`src/rtl/spec_mem.sv`:
```
// spec_mem: buffers diverted AW requests and replays them
// one per spec_release handshake from process_mem.
module spec_mem #(
  parameter int PID_WIDTH  = 4,
  parameter int ADDR_WIDTH = 32,
  parameter int LEN_WIDTH  = 8,
  parameter int SPEC_DEPTH = 4
) (
  input  logic                            clk,
  input  logic                            rst,
  input  logic                            div_awvalid,
  output logic                            div_awready,
  input  logic [PID_WIDTH-1:0]            div_awid,
  input  logic [ADDR_WIDTH-1:0]           div_awaddr,
  input  logic [LEN_WIDTH-1:0]            div_awlen,
  input  logic                            spec_release,
  output logic                            release_ready,
  output logic                            m_awvalid,
  input  logic                            m_awready,
  output logic [PID_WIDTH-1:0]            m_awid,
  output logic [ADDR_WIDTH-1:0]           m_awaddr,
  output logic [LEN_WIDTH-1:0]            m_awlen,
  output logic [$clog2(SPEC_DEPTH):0]     count,
  output logic                            spec_full,
  output logic                            spec_empty,
  output logic                            release_err
);

  localparam int PW = $clog2(SPEC_DEPTH);
  localparam int CW = PW + 1;

  typedef struct packed {
    logic [PID_WIDTH-1:0]  id;
    logic [ADDR_WIDTH-1:0] addr;
    logic [LEN_WIDTH-1:0]  len;
  } ent_t;

  typedef enum logic [1:0] {
    IDLE  = 2'd0,
    ISSUE = 2'd1,
    ACK   = 2'd2
  } state_t;

  ent_t          mem [SPEC_DEPTH];
  logic [PW-1:0] wr_ptr;
  logic [PW-1:0] rd_ptr;
  state_t        state;
  state_t        state_nxt;
  logic          push;
  logic          pop;
  ent_t          head;

  assign spec_full   = (count == CW'(SPEC_DEPTH));
  assign spec_empty  = (count == '0);
  assign div_awready = ~spec_full;
  assign push        = div_awvalid & div_awready;
  assign pop         = m_awvalid & m_awready;

  assign head     = mem[rd_ptr];
  assign m_awid   = head.id;
  assign m_awaddr = head.addr;
  assign m_awlen  = head.len;

  // Entry storage needs no reset; contents are qualified by count.
  always_ff @(posedge clk) begin
    if (push) begin
      mem[wr_ptr] <= '{id: div_awid, addr: div_awaddr, len: div_awlen};
    end
  end

  always_ff @(posedge clk or posedge rst) begin
    if (rst) begin
      wr_ptr <= '0;
      rd_ptr <= '0;
      count  <= '0;
    end else begin
      if (push) wr_ptr <= wr_ptr + 1'b1;
      if (pop)  rd_ptr <= rd_ptr + 1'b1;
      unique case ({push, pop})
        2'b10:   count <= count + 1'b1;
        2'b01:   count <= count - 1'b1;
        default: count <= count;
      endcase
    end
  end

  always_ff @(posedge clk or posedge rst) begin
    if (rst) begin
      state       <= IDLE;
      release_err <= 1'b0;
    end else begin
      state <= state_nxt;
      if (state == IDLE && spec_release && spec_empty) begin
        release_err <= 1'b1;
      end
    end
  end

  // An empty-buffer release skips ISSUE so process_mem still gets an ack.
  always_comb begin
    state_nxt = state;
    unique case (state)
      IDLE: begin
        if (spec_release) state_nxt = spec_empty ? ACK : ISSUE;
      end
      ISSUE: begin
        if (m_awready) state_nxt = ACK;
      end
      ACK:     state_nxt = IDLE;
      default: state_nxt = IDLE;
    endcase
  end

  always_comb begin
    m_awvalid     = 1'b0;
    release_ready = 1'b0;
    unique case (state)
      ISSUE:   m_awvalid     = 1'b1;
      ACK:     release_ready = 1'b1;
      default: ;
    endcase
  end

endmodule

```
`config.mk`:
```
export PLATFORM = sky130hd
export DESIGN_NAME = spec_mem
export DESIGN_NICKNAME = d
export VERILOG_FILES = /design/src/rtl/spec_mem.sv
export SDC_FILE = /design/constraint.sdc
export NUM_CORES = 1
export LEC_CHECK = 0
export BUFFER_PORTS_ARGS = -buffer_cell sky130_fd_sc_hd__buf_2
export CAP_MARGIN = 25
export CORE_AREA = 2 2 110 112
export CTS_CLUSTER_SIZE = 14
export DETAILED_ROUTE_END_ITERATION = 12
export DIE_AREA = 0 0 112 114
export PLACE_DENSITY = 0.89
export SETUP_SLACK_MARGIN = 0.4
export SLEW_MARGIN = 20
export SYNTH_ARGS = -nofsm -noshare
export SYNTH_HDL_FRONTEND = slang
export SYNTH_SLANG_ARGS = --single-unit
```
`constraint.sdc`:
```
create_clock -name clk -period 6.2 [get_ports clk]
set_input_delay 0.93 -clock clk [delete_from_list [all_inputs] [get_ports clk]]
set_output_delay 0.93 -clock clk [all_outputs]
set_load 0.05 [all_outputs]
```
# Yosys cells after proc, flatten, opt, wreduce, memory -nomap -nowiden
# Memory sizes are Yosys's and may differ from the RTL's.
# Cells that the tools add are included.
# totals
output_inout_bits	53
inputBits	49
memories	1
elab_cells	35
reg_bits	10
mem_bits_rw	176
# memory_table
name	depth	word_bits	read_ports	rd_clocked_by_memory_dff	write_ports	line	source
mem	4	44	1	0	1	44	ent_t mem [SPEC_DEPTH];
# op_classes
add_sub_neg	4
reduce_logical	6
bitwise_logic	3
n_eq_ne	7
muxes	9
# op_table
cell	count
2-bit 2-to-1 mux	3
3-bit one-hot mux with 2 select lines	1
2-bit by 1-bit adder with 2-bit output, second input constant	2
2-bit by 1-bit == test with 1-bit output, second input constant	2
2-bit == test, second input constant	2
1-bit 2-to-1 mux	4
2-bit inequality test, second input constant	2
2-bit one-hot mux with 2 select lines	1
3-bit by 1-bit adder with 3-bit output, second input constant	1
3-bit == test, second input constant	1
3-bit zero test	1
3-bit by 1-bit subtractor with 3-bit output, second input constant	1
1-bit bitwise AND	2
1-bit logical AND	2
2-bit zero test	1
2-bit AND reduction	1
2-bit nonzero test	1
1-bit inverter	1

# Depth between registers and ports, before layout
# depth
ltp_word	5
depth_mapped	11
ltp_nobuf	11

# Least setup slack after synthesis
# OpenSTA, ideal clock, no wires.
# synth_path
path_type	register to register
from	reg count[0]
to	mem mem[0][0] (netlist name), enable pin
path_buffers	0
synth_period_minus_slack_ns	3.429
setup_time_ns	0.406
path_slack_ns	2.771
stages_incl_launch_ff	6
arrival_ns	3.023
cell_sequence	dfrtp_1 -> inv_1 -> nand3_1 -> inv_1 -> nor2b_4 -> and2_1
# synth_via
elab_chain_len	5
# synth_rtl
item	line	source
from (decl)	23	output logic [$clog2(SPEC_DEPTH):0] count,
from (signal assigned)	80	2'b10: count <= count + 1'b1;
from (signal assigned)	81	2'b01: count <= count - 1'b1;
from (signal assigned)	82	default: count <= count;
3-bit == test	53	assign spec_full = (count == CW'(SPEC_DEPTH));
1-bit inverter	55	assign div_awready = ~spec_full;
named net div_awready	12	output logic div_awready,
1-bit bitwise AND	56	assign push = div_awvalid & div_awready;
1-bit 2-to-1 mux	66	if (push) begin
1-bit 2-to-1 mux (implied by the code)	67	mem[wr_ptr] <= '{id: div_awid, addr: div_awaddr, len: div_awlen};
to (decl)	44	
# The timed path passes the listed nets, and every way through them passes these cells.

# Worst setup path in the final report
# layout_path
from	reg rd_ptr[0]
to	out m_awlen[3]
# layout_via
elab_chain_len	1
# layout_rtl
item	line	source
from (decl)	46	logic [PW-1:0] rd_ptr;
from (signal assigned)	78	if (pop) rd_ptr <= rd_ptr + 1'b1;
memory read 4 x 44 bit	--	
to (decl)	22	output logic [LEN_WIDTH-1:0] m_awlen,
# No other way between the ends.

==> run_results.csv <==
group,metric,value,unit
critical_path,crit_chain,"mux4_1, buf_2",
power_and_ir_drop,switching_share,39.4,%
floorplanning,placeableCoreArea,11700,um2
synthesis,muxShareOfSynthArea,14.8,%
floorplanning,die_w,112,um
routing,first_pass_iters,4,
synthesis,yosys_warnings,0,
finish,final_util,69.8,%
routing,wl_per_cell,21.2,um
clock_tree,clk_path_buf_depth,2,
clock_tree,cts_setup_buffers,0,
synthesis,ys_async_sr_fraction,5.38,%
power_and_ir_drop,switching_power,1.79,mW
synthesis,synthTopCellsByCount,"edfxtp_1, mux4_2, dfrtp_1, inv_1, mux4_1",
sta,timing.final.ws_setup,2.92,ns
routing,drt_iter0_drc,156,
routing,wl,11900,um
critical_path,reg2reg_slack,3.88,ns
sta,setup_viol,0,
finish,fill_cells,726,
critical_path,path_delay_family,"flip-flops",
critical_path,end_kind,"output pin",
synthesis,synth.avg_cell_area,24.7,um2
critical_path,arrival,2.35,ns
sta,grt_setup_unrepaired,"false",
synthesis,synth_top_family_by_area,"multiplexers",
synthesis,syn-num-nets,337,
synthesis,ys_ff_latch,186,
floorplanning,num_rows,40,
critical_path,ff2ff_path_depth,6,
critical_path,reg2reg_to,"mem[3][16]",
finish,seqCellArea,5540,um2
status,status,"finished clean",
global_route,grt.total_usage,19.6,%
global_route,antenna_found_initial,1,
placement,routabilityCongestion,0.689,
job,maxCapViolCount,0,
global_route,grt_pass1_wl,18100,um
clock_tree,clk_latency,0.42,ns
worst_hold_path,hp-class,"in -> async",
synthesis,synthSimpleGateAreaFrac,1.49,%
synthesis,synthCells,282,
critical_path,cp-start-kind,"flip-flop",
critical_path,critPathMaxStageDelay,1.02,ns
critical_path,worst-path-buf-inv,1,
critical_path,r2r_start,"count[0]",
synthesis,yosysTopAreaCellShare,75.8,%
clock_tree,post_cts_resized,0,
floorplanning,boundaryPins,102,
global_route,grt_max_degree,47,
synthesis,synth_xor_area_share,0.754,%
sta,whs,0.478,ns
sta,setup_tns,0,ns
routing,ant_nets,0,
floorplanning,start_util,59.5,%
critical_path,worstPathRequired,5.27,ns
placement,dpl_cell_area,7610,um2
power_and_ir_drop,comb_power_share,37.0,%
global_route,grt_pass1_vias,3439,
clock_tree,cts_sinks,186,
sta,hold_viol,0,
synthesis,synth_top_cells_by_area,"edfxtp_1, mux4_2, dfrtp_1",
clock_tree,postCtsHoldBufs,0,
placement,portBuffers,101,
synthesis,synth_compound_area_share,0.251,%
sta,finalMaxSlewViolations,0,
clock_tree,htree_levels,4,
sta,period_share,52.8,%
floorplanning,die_h,114,um
synthesis,synth.largest_area_cell,"edfxtp_1",
power_and_ir_drop,p_leak,2.91,nW
finish,nNetsFinal,452,
finish,syn_to_final_growth,17.2,%
routing,dr_total_vias,3188,
clock_tree,cts_buffers,17,
synthesis,seq_area_frac_synth,79.4,%
power_and_ir_drop,powerDensity,556,nW/um2
finish,drive_gt1_share,44.1,%
synthesis,syn_area,6970,um2
sta,maxSlewHeadroom,40.2,%
critical_path,worst-path-max-fanout,46,
clock_tree,cts-root-buf,"clkbuf_16",
finish,fin_area,8170,um2
routing,via_per_inst,5.71,
sta,tightest_slew,0.897,ns
sta,max_freq,305,MHz
global_route,grt_overflow,0,
critical_path,cp_slowest_cell,"dfrtp_4",
finish,multiInputGateArea,1300,um2
power_and_ir_drop,seq_power_share,41.1,%
sta,final.setup_skew,0.0146,ns
synthesis,dominantRegCellSynth,"edfxtp_1",
routing,drcViolationCount,0,
power_and_ir_drop,power_frac_clock,22.0,%
critical_path,timing_worst_setup_path_type,"reg -> out",
synthesis,synthAdderAreaFrac,1.18,%
sta,finalCriticalPeriod,3.28,ns
synthesis,yosysMostFrequentCell,"edfxtp_1",
synthesis,synth_edf_count,176,
placement,hpwl,7410,um
clock_tree,clk_pin_slew,0.07,ns
clock_tree,cts_tree,"built",
synthesis,synth.distinct_cells,25,
floorplanning,die_area,12800,um2
power_and_ir_drop,p_int,2.75,mW
power_and_ir_drop,ir_drop,0.358,mV
placement,dp_slack,3.32,ns
==> layer usage <==
metal / GRT usage (%) / vias to the layer above / part of all wire (%)
met4: 6.83 / 0 / 0.82
met1: 24.5 / 1668 / 41
met5: 0 / - / 0
met3: 6.32 / 9 / 5.4
li1: - / 1415 / -
met2: 33.0 / 96 / 53
==> state kept, by name (all words and copies together), names as in the netlist <==
signal,flops
wr_ptr,2
state,2
release_err,1
mem,176
count,3
rd_ptr,2
==> cell usage in the layout, fill, tap and decap left out <==
cell type   synthesis  layout
a21oi_1             2       2
and2_2              0       4
and3b_1             1       1
buf_16              0       1
buf_2               5     101
buf_4               0       4
bufinv_16           0       1
clkbuf_1            0       1
clkbuf_16           0      17
clkinv_1            0       2
clkinv_2            0       3
clkinv_4            0       4
clkinvlp_4          0       1
dfrtp_1            10       8
dfrtp_2             0       1
dfrtp_4             0       1
diode_2             0       1
edfxtp_1          176     176
fa_1                1       1
ha_1                5       5
inv_1               8       8
inv_6               0       2
inv_8               0       1
mux2_2              1       1
mux2i_1             1       1
mux4_1              6       6
mux4_2             38      38
nand2_1             3       3
nand2b_1            2       2
nand3_1             1       1
nor2_1              1       1
nor2b_1             3       3
nor2b_4             1       1
nor3_1              1       1
o21bai_1            1       1
xnor2_1             3       3
xor2_1              3       3
==> kinds of logic after synthesis <==
group / count (synthesis)
XOR/XNOR: 6
flip-flops: 186
adder cells (fa/ha/maj): 6
AND/OR/NAND/NOR: 17
buffers and inverters: 18
multiplexers: 46
AO/OA/AOI/OAI: 3
==> power by group through the flow <==
stage	logic, mW	registers, mW	clock network [mW]
after floorplan	1.46	1.79	0
after detailed placement	1.69	1.90	0
final	1.68	1.87	0.997
after global routing	1.75	1.91	1.07
after CTS	1.70	1.88	1.02
after global placement	1.63	1.90	0
==> worst max-delay path by stage <==
| stage | startpoint | to | slack, ns | cells after the start |
|---|---|---|---|---|
| 2_1_floorplan | count[0] | mem[0][0] | 2.77 | 5 |
| 3_3_place_gp | rd_ptr[0] | m_awid[3] | 3.30 | 2 |
| 3_5_place_dp | rd_ptr[0] | m_awlen[0] | 3.32 | 2 |
| 4_1_cts | rd_ptr[0] | m_awlen[1] | 2.85 | 2 |
| 5_1_grt | rd_ptr[0] | m_awlen[3] | 2.76 | 2 |
| 6_report | rd_ptr[0] | m_awlen[3] | 2.92 | 2 |
==> metrics by stage <==
step | power [mW] | instances
floorplan | 3.26 | 282
global placement | 3.53 | 524
detailed placement | 3.59 | 525
CTS | 4.59 | 557
global route | 4.73 | 557
finish | 4.54 | 558
==> final cells by class <==
class                           count  share of cell area, %
Sequential cell                   186                   67.8
Clock inverter                     14                   1.52
Multi-Input combinational cell     78                   15.9
Antenna cell                        1                 0.0306
Clock buffer                       18                   5.25
Inverter                            8                  0.368
Tap cell                          147                   2.25
Timing Repair Buffer              106                   6.89
Power figures use the tool's default switching activity.
